--- src/rtl/mem_arbiter.sv ---
// mem_arbiter
// Round-robin arbiter that lets two requesters share one asynchronous-style
// memory. A grant latches the winner's address, data and direction. The
// memory is then enabled for WAIT cycles. A one-cycle ack goes back to the
// winner.
//
// Ports
//   clk, rst          : system clock (rising edge), async active-high reset
//   req0/req1         : access requests, held until the matching ack
//   we0/we1           : 1 = write, 0 = read
//   addr0/addr1       : word addresses
//   wdata0/wdata1     : write data
//   ack0/ack1         : one-cycle completion pulses
//   rdata             : registered read data, shared by both requesters
//   busy              : high while a transaction is in ACCESS or ACK
//   mem_write_n       : active-low write strobe, low only in the last ACCESS cycle of a write
//   mem_enable_n      : active-low output enable, low in every ACCESS cycle
//   mem_addr, mem_in  : latched address and write data, stable until the next grant
//   mem_out           : combinational read data from the memory
module mem_arbiter #(
  parameter int DATAWIDTH = 16,
  parameter int ADDRWIDTH = 20,
  parameter int WAIT      = 2
) (
  input  logic                 clk,
  input  logic                 rst,
  input  logic                 req0,
  input  logic                 req1,
  input  logic                 we0,
  input  logic                 we1,
  input  logic [ADDRWIDTH-1:0] addr0,
  input  logic [ADDRWIDTH-1:0] addr1,
  input  logic [DATAWIDTH-1:0] wdata0,
  input  logic [DATAWIDTH-1:0] wdata1,
  output logic                 ack0,
  output logic                 ack1,
  output logic [DATAWIDTH-1:0] rdata,
  output logic                 busy,
  output logic                 mem_write_n,
  output logic                 mem_enable_n,
  output logic [ADDRWIDTH-1:0] mem_addr,
  output logic [DATAWIDTH-1:0] mem_in,
  input  logic [DATAWIDTH-1:0] mem_out
);

  localparam logic [1:0] IDLE   = 2'd0;
  localparam logic [1:0] ACCESS = 2'd1;
  localparam logic [1:0] ACK    = 2'd2;

  logic [1:0] state;
  logic [3:0] count;
  logic       last_grant;
  logic       we_r;
  logic       winner;

  // Under contention the requester that was not served last goes next.
  // last_grant resets to 1, so requester 0 wins the first contention.
  always_comb begin
    winner = 1'b0;
    if (req0 && req1)
      winner = ~last_grant;
    else if (req1)
      winner = 1'b1;
  end

  // last_grant changes only at a grant, so during ACCESS/ACK it also
  // identifies the requester currently being served.
  always_ff @(posedge clk or posedge rst) begin
    if (rst) begin
      state      <= IDLE;
      count      <= 4'd0;
      last_grant <= 1'b1;
      we_r       <= 1'b0;
      mem_addr   <= '0;
      mem_in     <= '0;
      rdata      <= '0;
    end else begin
      case (state)
        IDLE: begin
          if (req0 || req1) begin
            state      <= ACCESS;
            count      <= 4'(WAIT - 1);
            last_grant <= winner;
            we_r       <= winner ? we1 : we0;
            mem_addr   <= winner ? addr1 : addr0;
            mem_in     <= winner ? wdata1 : wdata0;
          end
        end
        ACCESS: begin
          if (count == 4'd0) begin
            state <= ACK;
            if (!we_r)
              rdata <= mem_out;
          end else begin
            count <= count - 4'd1;
          end
        end
        ACK:     state <= IDLE;
        default: state <= IDLE;
      endcase
    end
  end

  // The strobes are decoded from registered state only. The write strobe
  // qualifies on count==0, so each write transaction produces exactly one
  // memory write.
  assign busy         = (state == ACCESS) || (state == ACK);
  assign mem_enable_n = ~(state == ACCESS);
  assign mem_write_n  = ~((state == ACCESS) && (count == 4'd0) && we_r);
  assign ack0         = (state == ACK) && !last_grant;
  assign ack1         = (state == ACK) && last_grant;

endmodule

--- config.mk ---
export PLATFORM = sky130hd
export DESIGN_NAME = mem_arbiter
export DESIGN_NICKNAME = d
export VERILOG_FILES = /design/src/rtl/mem_arbiter.sv
export SDC_FILE = /design/constraint.sdc
export NUM_CORES = 1
export LEC_CHECK = 0
export CAP_MARGIN = 0
export CORE_MARGIN = 3
export CORE_UTILIZATION = 42
export CTS_CLUSTER_DIAMETER = 100
export DETAILED_ROUTE_END_ITERATION = 8
export PLACE_DENSITY = 0.88
export REMOVE_ABC_BUFFERS = 1
export SYNTH_ARGS = -nofsm -noshare
export SYNTH_HDL_FRONTEND = slang
export SYNTH_SLANG_ARGS = --single-unit
--- constraint.sdc ---
create_clock -name clk -period 4.3 [get_ports clk]
set_input_delay 0.43 -clock clk [delete_from_list [all_inputs] [get_ports clk]]
set_output_delay 0.43 -clock clk [all_outputs]
set_load 0.03 [all_outputs]
Word level (Yosys, flattened, before mapping)
Index checks and enable logic that the tools add are counted.

Output and inout bits: 57. Register bits: 60.

Equal/unequal tests: 5. Multiplexer cells: 11. Bitwise gates (word level): 4. Add/sub/neg operators: 1. Reductions and logical operators: 15.

Operator list (count): $mux 20 (1); $mux 16 (1); $mux 4 (2); $pmux 4 s2 (1); $ne 2x2->1 const B (3); $reduce_and 3->1 (2); $logic_and 1x1->1 (5); $logic_not 4->1 (1); $mux 2 (2); $not 1->1 (4); $pmux 2 s2 (1); $reduce_and 2->1 (2); $sub 4x1->4 const B (1); $mux 1 (3); $eq 2x1->1 const B (1); $eq 2x2->1 const B (1); $logic_not 2->1 (1); $logic_or 1x1->1 (2); $reduce_bool 2->1 (1); $logic_not 1->1 (1).

Longest topological paths before layout
Gate-level depths: netlist of the first run.

Depth in word-level cells: 4. Mapped depth: 8. Gate-level depth less buffers: 5.

Worst setup path before layout of the first run
Ideal clock, no wire load.

Path kind: flip-flop to flip-flop. Start: register state[1]. End: register rdata[0]. Cell stages (with the launch flop): 9. Path slack: 2.270 ns. Required time: 4.175 ns. Library setup time: 0.125 ns. Arrival: 1.904 ns. Path through: dfrtp_1 -> inv_1 -> ha_1 -> buf_2 -> inv_1 -> or3_1 -> buf_6 -> buf_12 -> mux2_4.

Cells in the longest elaborated chain, start to end: 2.

Ends and longest elaborated chain: start: declaration (line 50) `logic [1:0] state;`; start signal: assignment (line 70) `state <= IDLE;`; start signal: assignment (line 81) `state <= ACCESS;`; start signal: assignment (line 91) `state <= ACK;`; $eq 2x1->1 (line 78) `case (state)`; $reduce_and 3->1 (no line); end signal: assignment (line 93) `rdata <= mem_out;`; end: declaration (line 37) `output logic [DATAWIDTH-1:0] rdata,`.

No other way between the ends. A chain may end at the register's enable or synchronous reset.

Worst setup path in the final report of the first run
Start: register count[0]. End: output mem_write_n.

Cells in the longest elaborated chain, start to end: 4.

Ends and longest elaborated chain: start: declaration (line 51) `logic [3:0] count;`; start signal: assignment (line 82) `count <= 4'(WAIT - 1);`; start signal: assignment (line 95) `count <= count - 4'd1;`; $logic_not 4->1 (line 109) `assign mem_write_n = ~((state == ACCESS) && (count == 4'd0) && we_r);`; $logic_and 1x1->1 (2 in series) (line 109); $not 1->1 (line 109); end: declaration (line 39) `output logic mem_write_n,`.

No other way between the ends.

==> report_table.html, run 1 <==
<table>
<tr><th>Metric</th><th>Value</th></tr>
<tr><th colspan="2">Min path</th></tr>
<tr><td>WHS Endpoint</td><td>mem_addr[7]</td></tr>
<tr><td>Beginning of the worst hold path</td><td>mem_addr[7]</td></tr>
<tr><td>Tightest Hold Check Type</td><td>flop to flop</td></tr>
<tr><td>Worst hold path cell count</td><td>2</td></tr>
<tr><th colspan="2">Global routing</th></tr>
<tr><td>Vias in the first global route</td><td>2406</td></tr>
<tr><td>First-pass GRT wire length</td><td>11400 µm</td></tr>
<tr><td>GR Overflow Total</td><td>0</td></tr>
<tr><td>All-layer global routing usage</td><td>19.4%</td></tr>
<tr><td>Number of antenna violations at the first check in global routing</td><td>0</td></tr>
<tr><td>Pin count of the biggest net entering global routing</td><td>61</td></tr>
<tr><th colspan="2">Floorplan</th></tr>
<tr><td>Chip height</td><td>87.9 µm</td></tr>
<tr><td>Site Rows</td><td>29</td></tr>
<tr><td>Starting Density</td><td>43.9%</td></tr>
<tr><td>X dimension of the die</td><td>87.9 µm</td></tr>
<tr><td>Total I/O pin count</td><td>151</td></tr>
<tr><td>Die ar.</td><td>0.00773 mm²</td></tr>
<tr><td>Area of the core</td><td>0.00642 mm²</td></tr>
<tr><th colspan="2">Finish</th></tr>
<tr><td>Commonest non-fill, non-tap cells in the layout</td><td>clkdlybuf4s50_1, dfrtp_1, o21ai_0</td></tr>
<tr><td>Post-layout net count</td><td>498</td></tr>
<tr><td>Commonest non-fill, non-tap cell in the layout</td><td>clkdlybuf4s50_1</td></tr>
<tr><td>Count of fill cells added during filler insertion</td><td>493</td></tr>
<tr><td>Non-Filler Cell Area, Final</td><td>0.00461 mm²</td></tr>
<tr><td>Fraction of layout cells with a size suffix above 1</td><td>10.9%</td></tr>
<tr><td>Layout-stage area growth over the synthesis result</td><td>63.5%</td></tr>
<tr><td>Antenna cells</td><td>0</td></tr>
<tr><th colspan="2">Worst setup path</th></tr>
<tr><td>Critical path data required time</td><td>3.87 ns</td></tr>
<tr><td>Kind of start point of the critical path</td><td>flop</td></tr>
<tr><td>CP endpoint kind</td><td>output pin</td></tr>
<tr><td>R2R cell count</td><td>5</td></tr>
<tr><td>Endpoint of the most critical register-to-register path</td><td>rdata[5]</td></tr>
<tr><td>Arrival time reported for the critical path endpoint</td><td>2.36 ns</td></tr>
<tr><td>Worst Path Class, Setup</td><td>flop to output pin</td></tr>
<tr><td>Launching point of the worst reg2reg path</td><td>count[0]</td></tr>
<tr><td>Worst setup slack for register-to-register paths</td><td>1.96 ns</td></tr>
<tr><td>Crit Path Max Fanout</td><td>6</td></tr>
<tr><th colspan="2">Timing</th></tr>
<tr><td>Crit share post-route</td><td>64.9%</td></tr>
<tr><td>Max Transition Viols Final</td><td>0</td></tr>
<tr><td>Highest clock frequency the design can meet</td><td>0.358 GHz</td></tr>
<tr><td>Hold slack final</td><td>0.478 ns</td></tr>
<tr><td>Count of endpoints failing setup in the final report</td><td>0</td></tr>
<tr><td>Worst Tran Pin Value</td><td>0.917 ns</td></tr>
<tr><td>Setup repair after global routing missed its margin</td><td>no</td></tr>
<tr><td>Remaining max-slew budget at the tightest pin</td><td>38.7%</td></tr>
<tr><td>Clock period minus final worst setup slack</td><td>2.79 ns</td></tr>
<tr><td>Final Hold Violating Endpoints</td><td>0</td></tr>
<tr><td>Clock skew</td><td>0.0107 ns</td></tr>
<tr><th colspan="2">Clocking</th></tr>
<tr><td>Number of setup buffers added after CTS</td><td>0</td></tr>
<tr><td>Number of buffers created by CTS</td><td>9</td></tr>
<tr><td>CTS tree</td><td>yes</td></tr>
<tr><td>Hold buffer count at CTS</td><td>0</td></tr>
<tr><td>Clock tree sinks</td><td>60</td></tr>
<tr><td>Max H-tree Level</td><td>3</td></tr>
<tr><td>Max Buffers Root-to-Sink</td><td>2</td></tr>
<tr><td>CTS root buf</td><td>clkbuf_8</td></tr>
<tr><td>CTS resizes</td><td>0</td></tr>
<tr><td>Insertion delay to the later sink of the worst-skew pair</td><td>0.33 ns</td></tr>
<tr><td>Clock slew at the register clock pins of the worst setup and hold paths</td><td>0.07 ns</td></tr>
<tr><th colspan="2">Run status</th></tr>
<tr><td>Result of the run</td><td>completed</td></tr>
<tr><th colspan="2">Synthesis</th></tr>
<tr><td>Number of flip-flops and latches in the synthesized netlist</td><td>60</td></tr>
<tr><td>Number of synthesized flops with an enable pin</td><td>0</td></tr>
<tr><td>Gate Count Post-Synth</td><td>249</td></tr>
<tr><td>Area share of the largest cell type after synthesis</td><td>52.4%</td></tr>
<tr><td>Dominant combinational cell family by area after synthesis</td><td>multiplexers</td></tr>
<tr><td>Synth Area in Compound Gates</td><td>9.67%</td></tr>
<tr><td>Top post-synthesis cells by area</td><td>dfrtp_1, mux2i_1, o21ai_0, mux2_4, nand2_1</td></tr>
<tr><td>Distinct cell type count after synthesis</td><td>31</td></tr>
<tr><td>Yosys Warn Count</td><td>0</td></tr>
<tr><td>Sequential area share after synthesis</td><td>53.3%</td></tr>
<tr><td>Basic-gate share of the synthesized area counting and, or, nand and nor cells</td><td>9.27%</td></tr>
<tr><td>Xor-xnor portion of the synthesized cell area</td><td>0%</td></tr>
<tr><td>Primary FF master, synth</td><td>dfrtp_1</td></tr>
<tr><td>Async set or reset register ratio after synthesis</td><td>100%</td></tr>
<tr><td>Multiplexer share of the synthesized area</td><td>21.3%</td></tr>
<tr><td>Area share of fa/ha/maj cells after synthesis</td><td>2.66%</td></tr>
<tr><td>Mapped cell area</td><td>0.00282 mm²</td></tr>
<tr><td>Mean area per synthesized cell</td><td>11.3 µm²</td></tr>
<tr><td>Dominant cell type by area after synthesis</td><td>dfrtp_1</td></tr>
<tr><th colspan="2">Flow run</th></tr>
<tr><td>Max-cap viol count</td><td>0</td></tr>
<tr><th colspan="2">Pwr</th></tr>
<tr><td>Leakage</td><td>2.00 nW</td></tr>
<tr><td>Share of power burned in registers</td><td>29.8%</td></tr>
<tr><td>Switching fraction of total power</td><td>40.8%</td></tr>
<tr><td>Internal power component</td><td>2.00 mW</td></tr>
<tr><td>Power share of the clock group</td><td>17.1%</td></tr>
<tr><td>Peak supply drop</td><td>0.000400 V</td></tr>
<tr><td>Share of power burned in combinational logic</td><td>53.1%</td></tr>
<tr><td>Power per cell area</td><td>734 mW/mm²</td></tr>
<tr><td>Switching pwr</td><td>1.38 mW</td></tr>
<tr><th colspan="2">Routing</th></tr>
<tr><td>Average wire length per cell after detail routing</td><td>15.4 µm</td></tr>
<tr><td>Detailed-route DRC error count</td><td>0</td></tr>
<tr><td>Routed vias/inst</td><td>5.00</td></tr>
<tr><td>Post-detailed-routing wire length</td><td>7400 µm</td></tr>
<tr><td>Via count</td><td>2401</td></tr>
<tr><td>Starting DRT DRC Count</td><td>51</td></tr>
<tr><td>Detailed-routing iteration count for the pre-antenna-repair pass</td><td>4</td></tr>
<tr><td>Antenna viol nets, final</td><td>0</td></tr>
<tr><th colspan="2">Place</th></tr>
<tr><td>Gpl congestion</td><td>0.738</td></tr>
<tr><td>HPWL after DPL</td><td>5730 µm</td></tr>
<tr><td>Placed inst area</td><td>0.00438 mm²</td></tr>
<tr><td>Number of port buffers</td><td>150</td></tr>
</table>
==> state kept, by name, summed over array words and instances, names as in the netlist <==
signal and flops:
state 2, mem_in 16, rdata 16, count 4
last_grant 1, mem_addr 20, we_r 1
==> synthesized netlist by cell type, types with 4 or more instances <==
library cell / instances
buf_2: 5
mux2_4: 10
mux2_2: 7
inv_1: 6
clkbuf_1: 8
dfrtp_1: 59
o21ai_0: 43
mux2i_1: 37
nand2_1: 38
a21oi_1: 4
nand3_1: 4
ha_1: 6
==> kinds of logic after synthesis <==
kind of cell | after synthesis
DFF | 60
buffers and inverters | 21
muxes | 54
adders and majority gates | 6
AOI/OAI and AO/OA | 52
and+or+nand+nor | 56
==> power by group through the flow <==
stage	registers, mW	clock network (mW)	logic (mW)
after floorplan	1.48	0	0.604
after global placement	0.999	0	1.78
after detailed placement	1.02	0	1.81
after CTS	1.01	0.595	1.82
after global routing	1.05	0.620	1.92
final	1.01	0.580	1.80
==> worst max-delay path by stage <==
stage          startpoint            to  slack [ns]  depth (start not counted)
4_1_cts          count[0]   mem_write_n        1.47                          5
5_1_grt          count[0]   mem_write_n        1.34                          5
3_5_place_dp         req1     mem_in[3]        1.64                          5
3_3_place_gp         req1  mem_addr[11]        1.73                          5
2_1_floorplan        req1   mem_addr[0]       -0.79                          3
6_report         count[0]   mem_write_n        1.51                          5
==> critical path, cell delays in order, from the launching register on <==
cell	delay, ns
dfrtp_1	0.41
inv_1	0.12
ha_1	0.17
nor3b_1	0.52
nand3_1	0.18
clkdlybuf4s50_1	0.64
==> cell type report <==
cell class | instances | area, µm² | area share [%]
clock buffer | 11 | 151 | 3.28
clock inverter | 5 | 83.8 | 1.82
inverter | 6 | 22.5 | 0.488
multi-input combinational | 168 | 1230 | 26.7
sequential | 60 | 1500 | 32.6
tap | 77 | 96.3 | 2.09
timing repair buffer | 153 | 1520 | 33.0
==> routing by layer <==
layer / global-route usage [%] / up-vias / part of all wire (%) / routed length [µm]
li1: - / 1162 / - / -
met1: 20.6 / 1133 / 37 / 2730
met2: 35.3 / 95 / 54 / 3980
met3: 7.62 / 11 / 8.4 / 625
met4: 5.86 / 0 / 0.85 / 63
met5: 0 / - / 0 / 0
==> through the flow <==
stage	TNS [ns]	cells	utilization, %	setup slack [ns]	power [mW]
2_1_floorplan	-29.40	234	-	-0.795	2.09
3_3_place_gp	0	464	68.1	1.73	2.78
3_5_place_dp	0	464	68.1	1.64	2.83
4_1_cts	0	480	71.8	1.47	3.43
5_1_grt	0	480	71.8	1.34	3.59
6_report	0	480	71.8	1.51	3.39
(Power assumes the default switching activity.)
==> inputs of run 2 (changes only) <==
- CORE_UTILIZATION: 42 -> 35
- PLACE_DENSITY: 0.88 -> 0.79
- clock period: 4.3 -> 2.45 ns (I/O delays scaled with it)
==> run 2 against run 1 <==
Via count down 1.5%. Sequential share of layout area fell by 0.088 points. Count of clock-buffer cells in the layout decreased by 1. Setup slack got worse by 1.3 ns. Power increased by 68%. Critical path depth did not move. First-iteration DRC count increased by 45%. Die area increased by 19%. Register-to-register slack lost 1.6 ns. Clock skew decreased by 0.0029 ns. Global-route usage is 2.8 points lower. Largest power group unchanged. Critical endpoint unchanged.
==> report_table.html, run 2 (synthesized netlist as in run 1, its figures left out) <==
<table>
<tr><th>Metric</th><th>Value</th></tr>
<tr><th colspan="2">Run status</th></tr>
<tr><td>Result of the run</td><td>completed</td></tr>
<tr><th colspan="2">Worst setup path</th></tr>
<tr><td>Worst Path Class, Setup</td><td>flop to output pin</td></tr>
<tr><td>Crit Path Max Fanout</td><td>6 (unchanged)</td></tr>
<tr><td>CP endpoint kind</td><td>output pin</td></tr>
<tr><td>Critical path data required time</td><td>2.20 ns (-1.67 ns)</td></tr>
<tr><td>Kind of start point of the critical path</td><td>flop</td></tr>
<tr><td>Arrival time reported for the critical path endpoint</td><td>2.03 ns (-0.33 ns)</td></tr>
<tr><th colspan="2">Timing</th></tr>
<tr><td>Max Transition Viols Final</td><td>0 (unchanged)</td></tr>
<tr><td>Remaining max-slew budget at the tightest pin</td><td>57.0% (+18 points)</td></tr>
<tr><td>Clock skew</td><td>0.00778 ns (-0.00294 ns)</td></tr>
<tr><td>Clock period minus final worst setup slack</td><td>2.28 ns</td></tr>
<tr><td>Setup WS post-layout</td><td>0.172 ns (-1.34 ns)</td></tr>
<tr><td>Setup repair after global routing missed its margin</td><td>no</td></tr>
<tr><td>Crit share post-route</td><td>93.0%</td></tr>
<tr><td>Worst Tran Pin Value</td><td>0.644 ns (-0.273 ns)</td></tr>
<tr><td>Highest clock frequency the design can meet</td><td>0.439 GHz</td></tr>
<tr><td>Aggregate negative setup slack</td><td>0 ns (unchanged)</td></tr>
<tr><td>Final Hold Violating Endpoints</td><td>0 (unchanged)</td></tr>
<tr><td>Count of endpoints failing setup in the final report</td><td>0 (unchanged)</td></tr>
<tr><th colspan="2">Finish</th></tr>
<tr><td>Antenna cells</td><td>0 (unchanged)</td></tr>
<tr><td>Commonest non-fill, non-tap cells in the layout</td><td>clkdlybuf4s50_1, dfrtp_1, o21ai_0</td></tr>
<tr><td>Largest reg by FF count</td><td>mem_addr</td></tr>
<tr><td>Post-route insts no fill</td><td>507 (+5.6%)</td></tr>
<tr><td>Fraction of layout cells with a size suffix above 1</td><td>11.4% (+0.44 points)</td></tr>
<tr><td>Number of flip-flops in the largest register</td><td>20 (unchanged)</td></tr>
<tr><td>Commonest non-fill, non-tap cell in the layout</td><td>clkdlybuf4s50_1</td></tr>
<tr><td>Core Util, Final</td><td>59.5% (-12 points)</td></tr>
<tr><td>Count of fill cells added during filler insertion</td><td>674 (+37%)</td></tr>
<tr><td>Largest regs</td><td>mem_addr (20), mem_in (16), rdata (16)</td></tr>
<tr><td>Post-layout net count</td><td>501 (+0.60%)</td></tr>
<tr><td>Layout-stage area growth over the synthesis result</td><td>64.0%</td></tr>
<tr><th colspan="2">Clocking</th></tr>
<tr><td>Max H-tree Level</td><td>3 (unchanged)</td></tr>
<tr><td>CTS resizes</td><td>1 (+1)</td></tr>
<tr><td>Clock tree sinks</td><td>60 (unchanged)</td></tr>
<tr><td>Hold buffer count at CTS</td><td>0 (unchanged)</td></tr>
<tr><td>Insertion delay to the later sink of the worst-skew pair</td><td>0.33 ns (about the same)</td></tr>
<tr><td>Number of buffers created by CTS</td><td>9 (unchanged)</td></tr>
<tr><td>Number of setup buffers added after CTS</td><td>0 (unchanged)</td></tr>
<tr><td>CTS root buf</td><td>clkbuf_8</td></tr>
<tr><td>Clock slew at the register clock pins of the worst setup and hold paths</td><td>0.07 ns (about the same)</td></tr>
<tr><td>CTS tree</td><td>yes</td></tr>
<tr><td>Max Buffers Root-to-Sink</td><td>2 (unchanged)</td></tr>
<tr><th colspan="2">Place</th></tr>
<tr><td>Gpl congestion</td><td>0.775 (+4.9%)</td></tr>
<tr><td>Pre-CTS WS</td><td>0.226 ns (-1.42 ns)</td></tr>
<tr><td>Number of cells after detailed placement</td><td>492 (+6.0%)</td></tr>
<tr><td>Number of port buffers</td><td>150 (unchanged)</td></tr>
<tr><td>HPWL after DPL</td><td>5700 µm (-0.56%)</td></tr>
<tr><th colspan="2">Routing</th></tr>
<tr><td>Detailed-routing iteration count for the pre-antenna-repair pass</td><td>6 (+2)</td></tr>
<tr><td>Average wire length per cell after detail routing</td><td>14.3 µm (-7.3%)</td></tr>
<tr><td>Via count</td><td>2365 (-1.5%)</td></tr>
<tr><td>Routed vias/inst</td><td>4.66 (-6.7%)</td></tr>
<tr><td>Post-detailed-routing wire length</td><td>7240 µm (-2.1%)</td></tr>
<tr><td>Detailed-route DRC error count</td><td>0 (unchanged)</td></tr>
<tr><td>Antenna viol nets, final</td><td>0 (unchanged)</td></tr>
<tr><td>Starting DRT DRC Count</td><td>74 (+45%)</td></tr>
<tr><th colspan="2">Floorplan</th></tr>
<tr><td>Die ar.</td><td>0.00917 mm² (+19%)</td></tr>
<tr><td>Starting Density</td><td>36.3% (-7.6 points)</td></tr>
<tr><td>Area of the core</td><td>0.00777 mm² (+21%)</td></tr>
<tr><td>X dimension of the die</td><td>95.8 µm (+8.9%)</td></tr>
<tr><td>Total I/O pin count</td><td>151 (unchanged)</td></tr>
<tr><td>Chip height</td><td>95.8 µm (+8.9%)</td></tr>
<tr><td>Site Rows</td><td>32 (+10%)</td></tr>
<tr><th colspan="2">Pwr</th></tr>
<tr><td>Power per cell area</td><td>1230 mW/mm² (+68%)</td></tr>
<tr><td>Leakage</td><td>1.99 nW (-0.36%)</td></tr>
<tr><td>Total chip power</td><td>5.70 mW (+68%)</td></tr>
<tr><td>Peak supply drop</td><td>0.000452 V (+13%)</td></tr>
<tr><th colspan="2">Global routing</th></tr>
<tr><td>First-pass GRT wire length</td><td>11600 µm (+1.8%)</td></tr>
<tr><td>GR Overflow Total</td><td>0 (unchanged)</td></tr>
<tr><td>All-layer global routing usage</td><td>16.6% (-2.8 points)</td></tr>
<tr><td>Number of antenna violations at the first check in global routing</td><td>0 (unchanged)</td></tr>
<tr><td>Vias in the first global route</td><td>2455 (+2.0%)</td></tr>
<tr><td>Pin count of the biggest net entering global routing</td><td>75 (+23%)</td></tr>
<tr><th colspan="2">Flow run</th></tr>
<tr><td>Max-cap viol count</td><td>0 (unchanged)</td></tr>
<tr><th colspan="2">Min path</th></tr>
<tr><td>Tightest Hold Check Type</td><td>input pin to async pin</td></tr>
</table>
[run 2: changes by cell type in the layout (fill, tap and decap cells not counted), moves of 2 or more]
| cell | before | now |
|---|---|---|
| clkinv_2 | 0 | 3 |
| buf_12 | 0 | 2 |
| bufinv_16 | 2 | 0 |
| clkbuf_8 | 11 | 9 |
[run 2: worst paths after layout]
| kind | slack, ns | from | to | cells after the start |
|---|---|---|---|---|
| max | 0.17 | count[0] | mem_write_n | 5 |
| min | 0.27 | rst | mem_addr[7] | 2 |
| max reg2reg | 0.36 | count[0] | rdata[7] | 6 |
| min reg2reg | 0.48 | mem_in[3] | mem_in[3] | 2 |
| max in group asynchronous | 1.58 | rst | last_grant | 3 |
| min in group clk | 0.48 | mem_in[3] | mem_in[3] | 2 |
[run 2: where the power goes]
group          leakage [nW]  internal [mW]  switching [mW]
clock                0.0779          0.355           0.375
sequential            0.727           1.48           0.290
combinational          1.18           1.44            1.75
[run 2: stage by stage]
stage	instance area [µm²]	hold slack, ns
after floorplan	2730	0.315
after global placement	4460	0.461
after detailed placement	4460	0.469
after CTS	4620	0.268
after global routing	4620	0.293
final	4620	0.266
[run 2: worst max-delay path, stage by stage (launching register included)]
cell and delay, ns:
dfrtp_1 0.41, inv_1 0.13, ha_1 0.17, nor3b_4 0.28, nand3_1 0.12, clkdlybuf4s50_1 0.61
[run 2: metal layers]
| layer | track usage [%] | share of wire (%) |
|---|---|---|
| met4 | 5.69 | 1.3 |
| met5 | 0 | 0 |
| met2 | 26.8 | 49 |
| met3 | 8.21 | 12 |
| met1 | 19.2 | 38 |
[run 2: cell type report]
type | instances | area, µm² | area share, %
Timing Repair Buffer | 156 | 1570 | 34.0
Sequential cell | 60 | 1500 | 32.5
Multi-Input combinational cell | 168 | 1240 | 26.9
Clock buffer | 10 | 128 | 2.76
Tap cell | 102 | 128 | 2.76
Clock inverter | 5 | 30.0 | 0.649
Inverter | 6 | 22.5 | 0.487
